<file path="src/rtl/ahb_mtx_pkg.sv">
// Shared AHB bus-matrix encodings and input-stage types.
// Latency: n/a (types only).
// Backpressure: n/a.
package ahb_mtx_pkg;

  // HTRANS encodings
  typedef enum logic [1:0] {
    HTRANS_IDLE   = 2'b00,
    HTRANS_BUSY   = 2'b01,
    HTRANS_NONSEQ = 2'b10,
    HTRANS_SEQ    = 2'b11
  } htrans_e;

  // HBURST encodings
  typedef enum logic [2:0] {
    HBURST_SINGLE = 3'b000,
    HBURST_INCR   = 3'b001,
    HBURST_WRAP4  = 3'b010,
    HBURST_INCR4  = 3'b011,
    HBURST_WRAP8  = 3'b100,
    HBURST_INCR8  = 3'b101,
    HBURST_WRAP16 = 3'b110,
    HBURST_INCR16 = 3'b111
  } hburst_e;

  // HRESP encodings
  typedef enum logic {
    HRESP_OKAY  = 1'b0,
    HRESP_ERROR = 1'b1
  } hresp_e;

  // Input-stage FSM: whether an address is waiting and/or a data phase is open
  typedef enum logic [1:0] {
    ST_IDLE      = 2'b00,
    ST_ADDR_HELD = 2'b01,
    ST_DATA      = 2'b10,
    ST_DATA_HELD = 2'b11
  } in_state_e;

  // Address-phase control fields; the address travels beside it so its width stays a parameter
  typedef struct packed {
    logic [1:0] trans;
    logic       write;
    logic [2:0] size;
    logic [2:0] burst;
    logic [3:0] prot;
    logic       lock;
  } aphase_ctrl_t;

endpackage

</file>
<file path="src/rtl/ahb_mtx_addr_hold_reg.sv">
// Hold register for one address phase the output stage could not accept.
// Latency: captured copy and valid flag visible the cycle after the capture edge.
// Backpressure: none itself; caller keeps the master stalled while o_held_valid=1.
module ahb_mtx_addr_hold_reg
  import ahb_mtx_pkg::*;
#(
  parameter int ADDR_W = 32
) (
  input  logic              i_clk,
  input  logic              i_rst,
  input  logic              i_capture,
  input  logic              i_release,
  input  logic [ADDR_W-1:0] i_addr,
  input  aphase_ctrl_t      i_ctrl,
  output logic              o_held_valid,
  output logic [ADDR_W-1:0] o_addr,
  output aphase_ctrl_t      o_ctrl
);

  logic              r_valid;
  logic [ADDR_W-1:0] r_addr;
  aphase_ctrl_t      r_ctrl;

  // Capture on a refused address; drop the valid flag once it is accepted (contents kept)
  always_ff @(posedge i_clk) begin
    if (i_rst) begin
      r_valid <= 1'b0;
      r_addr  <= '0;
      r_ctrl  <= '0;
    end else if (i_capture) begin
      r_valid <= 1'b1;
      r_addr  <= i_addr;
      r_ctrl  <= i_ctrl;
    end else if (i_release) begin
      r_valid <= 1'b0;
    end
  end

  assign o_held_valid = r_valid;
  assign o_addr       = r_addr;
  assign o_ctrl       = r_ctrl;

endmodule

</file>
<file path="src/rtl/ahb_mtx_input_stage.sv">
// Per-master AHB matrix input stage: holds a refused address phase, muxes live/held phase to decoder.
// Latency: req_dec and live mux combinational; a held copy is presented from the cycle after capture.
// Backpressure: HREADYOUTS=0 while an address is held; optional AHB_MTX_SEQ_TO_NONSEQ_EN recodes held SEQ.
module ahb_mtx_input_stage
  import ahb_mtx_pkg::*;
#(
  parameter int ADDR_W  = 32,
  parameter int PORT_ID = 0
) (
  input  logic              HCLK,
  input  logic              HRESET,
  input  logic              HSELS,
  input  logic [ADDR_W-1:0] HADDRS,
  input  logic [1:0]        HTRANSS,
  input  logic              HWRITES,
  input  logic [2:0]        HSIZES,
  input  logic [2:0]        HBURSTS,
  input  logic [3:0]        HPROTS,
  input  logic              HMASTLOCKS,
  input  logic              HREADYS,
  output logic              HREADYOUTS,
  output logic              HRESPS,
  output logic              sel_dec,
  output logic [ADDR_W-1:0] addr_dec,
  output logic [1:0]        trans_dec,
  output logic              write_dec,
  output logic [2:0]        size_dec,
  output logic [2:0]        burst_dec,
  output logic [3:0]        prot_dec,
  output logic              lock_dec,
  output logic              req_dec,
  input  logic              active_dec,
  input  logic              readyout_dec,
  input  logic              resp_dec
);

  logic              w_new_tr;
  logic              w_capture;
  logic              w_release;
  logic              w_held_valid;
  logic [ADDR_W-1:0] w_held_addr;
  aphase_ctrl_t      w_live_ctrl;
  aphase_ctrl_t      w_held_ctrl;
  aphase_ctrl_t      w_pres_ctrl;
  aphase_ctrl_t      w_out_ctrl;
  in_state_e         r_state;

  // NONSEQ/SEQ only; IDLE and BUSY never request and are never held
  assign w_new_tr = HSELS & HTRANSS[1] & HREADYS;

  // The live bus is ignored while a copy is pending, so capture only when nothing is held
  assign w_capture = w_new_tr & ~active_dec & ~w_held_valid;
  assign w_release = w_held_valid & active_dec;

  assign w_live_ctrl = '{trans: HTRANSS, write: HWRITES, size: HSIZES, burst: HBURSTS,
                         prot: HPROTS, lock: HMASTLOCKS};

  ahb_mtx_addr_hold_reg #(
    .ADDR_W (ADDR_W)
  ) u_hold (
    .i_clk        (HCLK),
    .i_rst        (HRESET),
    .i_capture    (w_capture),
    .i_release    (w_release),
    .i_addr       (HADDRS),
    .i_ctrl       (w_live_ctrl),
    .o_held_valid (w_held_valid),
    .o_addr       (w_held_addr),
    .o_ctrl       (w_held_ctrl)
  );

  // Present the held copy while one is pending, otherwise the live bus
  always_comb begin
    w_pres_ctrl = w_held_ctrl;
`ifdef AHB_MTX_SEQ_TO_NONSEQ_EN
    // Grant was lost mid-burst: restart the downstream burst counter from this beat
    if (w_held_ctrl.trans == HTRANS_SEQ) begin
      w_pres_ctrl.trans = HTRANS_NONSEQ;
      w_pres_ctrl.burst = HBURST_INCR;
    end
`endif
    if (w_held_valid) begin
      sel_dec    = 1'b1;
      addr_dec   = w_held_addr;
      w_out_ctrl = w_pres_ctrl;
    end else begin
      sel_dec    = HSELS & HREADYS;
      addr_dec   = HADDRS;
      w_out_ctrl = w_live_ctrl;
    end
  end

  assign trans_dec = w_out_ctrl.trans;
  assign write_dec = w_out_ctrl.write;
  assign size_dec  = w_out_ctrl.size;
  assign burst_dec = w_out_ctrl.burst;
  assign prot_dec  = w_out_ctrl.prot;
  assign lock_dec  = w_out_ctrl.lock;

  // Arbiter registers this, so it may stay combinational
  assign req_dec = ~HRESET & (w_held_valid | w_new_tr);

  // Track pending address and open data phase
  always_ff @(posedge HCLK) begin
    if (HRESET) begin
      r_state <= ST_IDLE;
    end else begin
      case (r_state)
        ST_IDLE: begin
          if (w_new_tr) r_state <= active_dec ? ST_DATA : ST_ADDR_HELD;
        end
        ST_ADDR_HELD: begin
          if (active_dec) r_state <= ST_DATA;
        end
        ST_DATA: begin
          if (readyout_dec) begin
            if (w_new_tr) r_state <= active_dec ? ST_DATA : ST_ADDR_HELD;
            else          r_state <= ST_IDLE;
          end else if (w_new_tr && !active_dec) begin
            r_state <= ST_DATA_HELD;
          end
        end
        ST_DATA_HELD: begin
          // Acceptance of the held address opens its data phase even if the old one is still waiting
          if (active_dec)        r_state <= ST_DATA;
          else if (readyout_dec) r_state <= ST_ADDR_HELD;
        end
        default: r_state <= ST_IDLE;
      endcase
    end
  end

  // Master-side ready/response; IDLE, BUSY and unselected cycles are zero-wait OKAY
  always_comb begin
    HREADYOUTS = 1'b1;
    HRESPS     = HRESP_OKAY;
    if (!HRESET) begin
      case (r_state)
        ST_ADDR_HELD: HREADYOUTS = 1'b0;
        ST_DATA: begin
          HREADYOUTS = readyout_dec;
          HRESPS     = resp_dec;
        end
        ST_DATA_HELD: begin
          HREADYOUTS = 1'b0;
          HRESPS     = resp_dec;
        end
        default: ;
      endcase
    end
  end

  // A held transfer being accepted cannot coincide with a new one: the master is stalled
  a_no_new_while_held: assert property (@(posedge HCLK) disable iff (HRESET)
    !(w_new_tr && active_dec && w_held_valid))
    else $error("ahb_mtx_input_stage port %0d: new transfer while held transfer accepted", PORT_ID);

endmodule

</file>
<file path="config.mk">
export PLATFORM = sky130hd
export DESIGN_NAME = ahb_mtx_input_stage
export DESIGN_NICKNAME = d
export VERILOG_FILES = /design/src/rtl/ahb_mtx_pkg.sv /design/src/rtl/ahb_mtx_addr_hold_reg.sv /design/src/rtl/ahb_mtx_input_stage.sv
export SDC_FILE = /design/constraint.sdc
export NUM_CORES = 1
export LEC_CHECK = 0
export BUFFER_PORTS_ARGS = -buffer_cell sky130_fd_sc_hd__buf_4
export CAP_MARGIN = 20
export CORE_MARGIN = 10
export CORE_UTILIZATION = 45
export CTS_BUF_LIST = sky130_fd_sc_hd__clkbuf_16
export DETAILED_ROUTE_END_ITERATION = 7
export PLACE_DENSITY = 0.76
export SYNTH_ARGS = -nofsm -noshare
export SYNTH_HDL_FRONTEND = slang
export SYNTH_SLANG_ARGS = --single-unit
</file>
<file path="constraint.sdc">
create_clock -name HCLK -period 2.8 [get_ports HCLK]
set_clock_uncertainty 0.05 [all_clocks]
set_input_delay 0.56 -clock HCLK [delete_from_list [all_inputs] [get_ports HCLK]]
set_output_delay 0.56 -clock HCLK [all_outputs]
set_load 0.05 [all_outputs]
</file>
==> impl_metrics.ini, run 1 <==
[cts]
cts_buffer_depth = 2
clk_pin_slew_ps = 60
clk_latency_ps = 280
cts_htree_levels = 2
cts_resized = 0
cts_sinks = 49
ctsHoldBuffers = 0
cts-buffers-inserted = 5
cts_tree = done
clk_root_buffer_cell = clkbuf_16
postCtsSetupRepairBufs = 0

[drt]
routed_wl_um = 6460
routedWlPerCell_um = 14.3
drc = 0
vias = 2210
drt_first_pass_iters = 6
drtIter0Drc = 81
ant_nets = 0
viasPerCell = 4.89

[floorplan]
rows = 26
die_w_um = 93.5
core_sq_um = 5170
initial_core_util = 0.470
fp.dieH_um = 93.5
num_io_pins = 103
die_area_sq_um = 8750

[sta]
drv_slew = 0
layout_min_cycle_time_ps = 2410
finalHoldViolCount = 0
setup-tns-final_ps = 0
worstMarginPinSlew_ps = 473
grt_setup_unrepaired = false
relSlewSlack = 0.685
finalCritPeriodShare = 0.861
setup_violations = 0
fmax_mhz = 415

[synth]
postSynthAreaPerCell_sq_um = 8.51
ys_seq_elements = 49
syn_nets = 343
ys.flop_type = dfxtp_1
yosys_warnings = 0
ys_types = 24
synth_edf_count = 0
synthCells = 286
syn_area_sq_um = 2430
ys_seq_area_frac = 0.403
synthArstFlopShare = 0

[outcome]
status = finished clean

[placement]
numPortBuffers = 102
placed_area_sq_um = 3200
gp_congestion = 0.785
dp.final_hpwl_um = 4820

[setup_path]
cp.arrival_ps = 1800
r2r_cells = 4
cpLargestDelayFamily = flip-flops
worst-path-buf-inv = 2
endpoint_kind = output pin
reg2reg_setup_slack_ps = 910
crit_type = reg -> out
start_kind = register
path_cells = buf_4 > mux2_2 > buf_4
max_stage_delay_ps = 620
cp_max_fo = 20
path_depth = 3
cp_common_cell = buf_4
crit_slowest_cell = dfxtp_2
crit_required_ps = 2190

[finish]
nets = 438
n_antenna_cell = 0
stdcell_area_sq_um = 3360
final_cell_mix = buf_4, nand2_1, dfxtp_1
layout-drive-gt1-share = 0.427
final_common_cell = buf_4
area_growth_pct = 38.1

[power_and_ir_drop]
powerDensity_nw_per_um2 = 593
leakage_nw = 1.37
vdd_drop_max_v = 0.000307

[global_route]
grt_max_degree = 46
grt_pass1_vias = 2175
overflow = 0
grt_antenna_before_repair = 0
track_usage = 0.142
grt_pass1_wl_um = 10400

[min_path]
hold_depth = 2
hp-class = reg -> reg

[flow_run]
max_cap_viol_count = 0
==> metrics by stage <==
step	setup slack (ps)	cells	hold WS (ps)	total power [W]	util
after floorplan	119	286	383	0.00116	-
after global placement	707	444	388	0.00134	0.619
after detailed placement	679	444	395	0.00135	0.619
after CTS	369	452	404	0.00201	0.650
after global routing	302	452	415	0.00209	0.650
final	388	452	400	0.00199	0.650
==> tightest hold or removal path, cell delays in order (launching register included) <==
cell and delay (ps):
dfxtp_1 310, nand2_1 50, a21oi_1 50
==> area by class of cell <==
type,instances,area [sq um]
flip-flops and latches,49,982
clock buffers,5,125
repair buffers,108,811
multi-input cells,213,1300
well taps,70,87.6
fillers,447,1810
inverters,4,15.0
clock inverters,3,37.5
==> worst paths after layout <==
kind	from	end
setup reg to reg	u_hold.o_held_valid	u_hold.o_ctrl[11]
hold reg to reg	u_hold.o_addr[21]	u_hold.o_addr[21]
hold / removal	u_hold.o_addr[21]	u_hold.o_addr[21]
setup / recovery	u_hold.o_held_valid	addr_dec[7]
==> state kept, by name (all words and copies together), names as in the netlist <==
name	cells
u_hold.o_held_valid	1
r_state	2
u_hold.o_addr	32
u_hold.o_ctrl	14
==> metal layers <==
metal	routed length, um	up-vias	global-route usage
met5	0	-	0
li1	-	1153	-
met2	2990	68	0.225
met4	52	0	0.0380
met3	528	5	0.0568
met1	2890	984	0.174
==> report_power, final <==
| group | internal [W] | switching (W) | leakage, nW |
|---|---|---|---|
| Clock | 0.000415 | 0.000243 | 0.0826 |
| Sequential | 0.000726 | 0.0000270 | 0.397 |
| Combinational | 0.000222 | 0.000359 | 0.894 |
==> kinds of logic after synthesis <==
family	count (synthesis)	synth area share
buffers and inverters	24	0.0612
flip-flops	49	0.403
multiplexers	46	0.213
adder cells (fa/ha/maj)	4	0.0206
AND/OR/NAND/NOR	107	0.181
AO/OA/AOI/OAI	56	0.121
==> cell usage after synthesis (3+ instances only) <==
library cell,n,area (sq um)
buf_2,5,25.0
inv_1,4,15.0
dfxtp_1,49,981
nor2_1,3,11.3
ha_1,4,50.1
a21oi_1,47,235
nand2_1,95,357
buf_6,5,56.3
clkbuf_1,6,22.5
o21ai_0,3,15.0
buf_4,4,30.0
mux2_2,46,518
Power figures use the tool's default switching activity.
==> run 2, diff against run 1 <==
--- a/config.mk
+++ b/config.mk
@@ -12,6 +12,8 @@
 export CTS_BUF_LIST = sky130_fd_sc_hd__clkbuf_16
 export DETAILED_ROUTE_END_ITERATION = 7
 export PLACE_DENSITY = 0.76
+export RECOVER_POWER = 50
+export REMOVE_ABC_BUFFERS = 1
 export SYNTH_ARGS = -nofsm -noshare
 export SYNTH_HDL_FRONTEND = slang
 export SYNTH_SLANG_ARGS = --single-unit
==> run 2 against run 1 <==
  * Setup slack improved by 33 ps
  * Largest power group unchanged
  * Utilization fell by 2.0 points
  * Critical path type unchanged
  * Sequential share of layout area rose by 0.91 points
  * Critical endpoint is now prot_dec[3]
  * Worst hold slack better by 0.55 ps
  * Clock power is 14% lower
  * Fmax up 1.4%
  * Non-clock buffer count decreased by 1
  * Count of clock-buffer cells in the layout unchanged
  * Flip-flop and latch count stayed put
  * Combinational power is 3% lower
  * Final area is 3.0% lower
  * Die area unchanged
==> impl_metrics.ini, run 2 (synthesis results as in run 1) <==
[sta]
drv_slew = 0
relSlewSlack = 0.562
worstMarginPinSlew_ps = 655
setup_violations = 0
fmax_mhz = 420
grt_setup_unrepaired = false
finalCritPeriodShare = 0.850
layout_min_cycle_time_ps = 2380
finalHoldViolCount = 0
setup-tns-final_ps = 0

[cts]
clk_latency_ps = 280
cts_resized = 0
ctsHoldBuffers = 0
cts_tree = done
cts-buffers-inserted = 5
cts_sinks = 49
clk_root_buffer_cell = clkbuf_16
cts_htree_levels = 2
cts_buffer_depth = 2
clk_pin_slew_ps = 60
postCtsSetupRepairBufs = 0

[drt]
viasPerCell = 4.92
drc = 0
drt_first_pass_iters = 4
ant_nets = 0
drtIter0Drc = 89
vias = 2219
routedWlPerCell_um = 14.2
routed_wl_um = 6390

[floorplan]
initial_core_util = 0.470
num_io_pins = 103
core_sq_um = 5170
die_w_um = 93.5
fp.dieH_um = 93.5
die_area_sq_um = 8750
rows = 26

[setup_path]
cp_max_fo = 31
path_cells = buf_12 > mux2_2 > buf_4
cp.arrival_ps = 1770
reg2reg_setup_slack_ps = 520
max_stage_delay_ps = 630
start_kind = register
crit_type = reg -> out
crit_required_ps = 2190
endpoint_kind = output pin
worst-path-buf-inv = 2
cpLargestDelayFamily = flip-flops
crit_slowest_cell = dfxtp_2

[global_route]
grt_use_met1 = 0.162
grt_antenna_before_repair = 0
use_met2 = 0.247
track_usage = 0.145
grt_pass1_vias = 2310
grt_pass1_wl_um = 10500
met3_usage = 0.0608
grt_max_degree = 42
overflow = 0
busiest_layer = met2

[finish]
area_growth_pct = 34.0
n_antenna_cell = 0
largest_reg_flops = 32
layout-drive-gt1-share = 0.370
final_common_cell = nand2_1
final_cell_mix = nand2_1, buf_4, dfxtp_1
nets = 437

[min_path]
hp-class = reg -> reg

[flow_run]
max_cap_viol_count = 0

[outcome]
status = finished clean

[placement]
dp.final_hpwl_um = 4750
numPortBuffers = 102
gp_congestion = 0.791

[power_and_ir_drop]
vdd_drop_max_v = 0.000323
powerDensity_nw_per_um2 = 576
report.power.total_w = 0.00188
leakage_nw = 1.28
[run 2: cell count changes in the layout (fill, tap and decap cells not counted)]
| cell | change |
|---|---|
| clkinv_2 | +1 |
| buf_4 | -24 |
| inv_1 | -1 |
| clkinv_1 | +1 |
| bufinv_16 | -1 |
| clkbuf_1 | +21 |
| buf_12 | +1 |
| clkbuf_2 | +1 |
[run 2: metrics by stage]
step,utilization,std cells,hold slack (ps),worst slack (ps),cell area (sq um)
after detailed placement,0.619,443,393,657,3200
after global routing,0.630,451,421,233,3260
final,0.630,451,401,421,3260
after CTS,0.646,451,401,410,3340
after floorplan,-,266,377,-150,2300
after global placement,0.619,443,388,702,3200
[run 2: final timing paths]
kind,start,end,depth (start not counted)
hold / removal,u_hold.o_addr[27],u_hold.o_addr[27],2
setup / recovery,u_hold.o_held_valid,prot_dec[3],3
hold reg to reg,u_hold.o_addr[27],u_hold.o_addr[27],2
setup reg to reg,u_hold.o_held_valid,u_hold.o_addr[20],5
[run 2: tightest hold or removal path: stages, from the launching register on]
cell and delay [ps]:
dfxtp_1 310, nand2_1 50, a21oi_1 50
[run 2: final cells by class]
cell class | instances | area, sq um
fillers | 495 | 1910
inverters | 4 | 15.0
multi-input cells | 213 | 1300
repair buffers | 107 | 734
clock buffers | 5 | 125
clock inverters | 3 | 12.5
flip-flops and latches | 49 | 982
well taps | 70 | 87.6
[run 2: power by group]
part           switching [W]  internal (W)
Clock               0.000240      0.000323
Combinational       0.000365      0.000200
Sequential         0.0000228      0.000726
[run 2: layer usage]
metal	routed length [um]	share of wire	up-vias
li1	-	-	1151
met3	568	0.089	7
met5	0	0	-
met1	2760	0.43	988
met2	3000	0.47	73
met4	57	0.0089	0
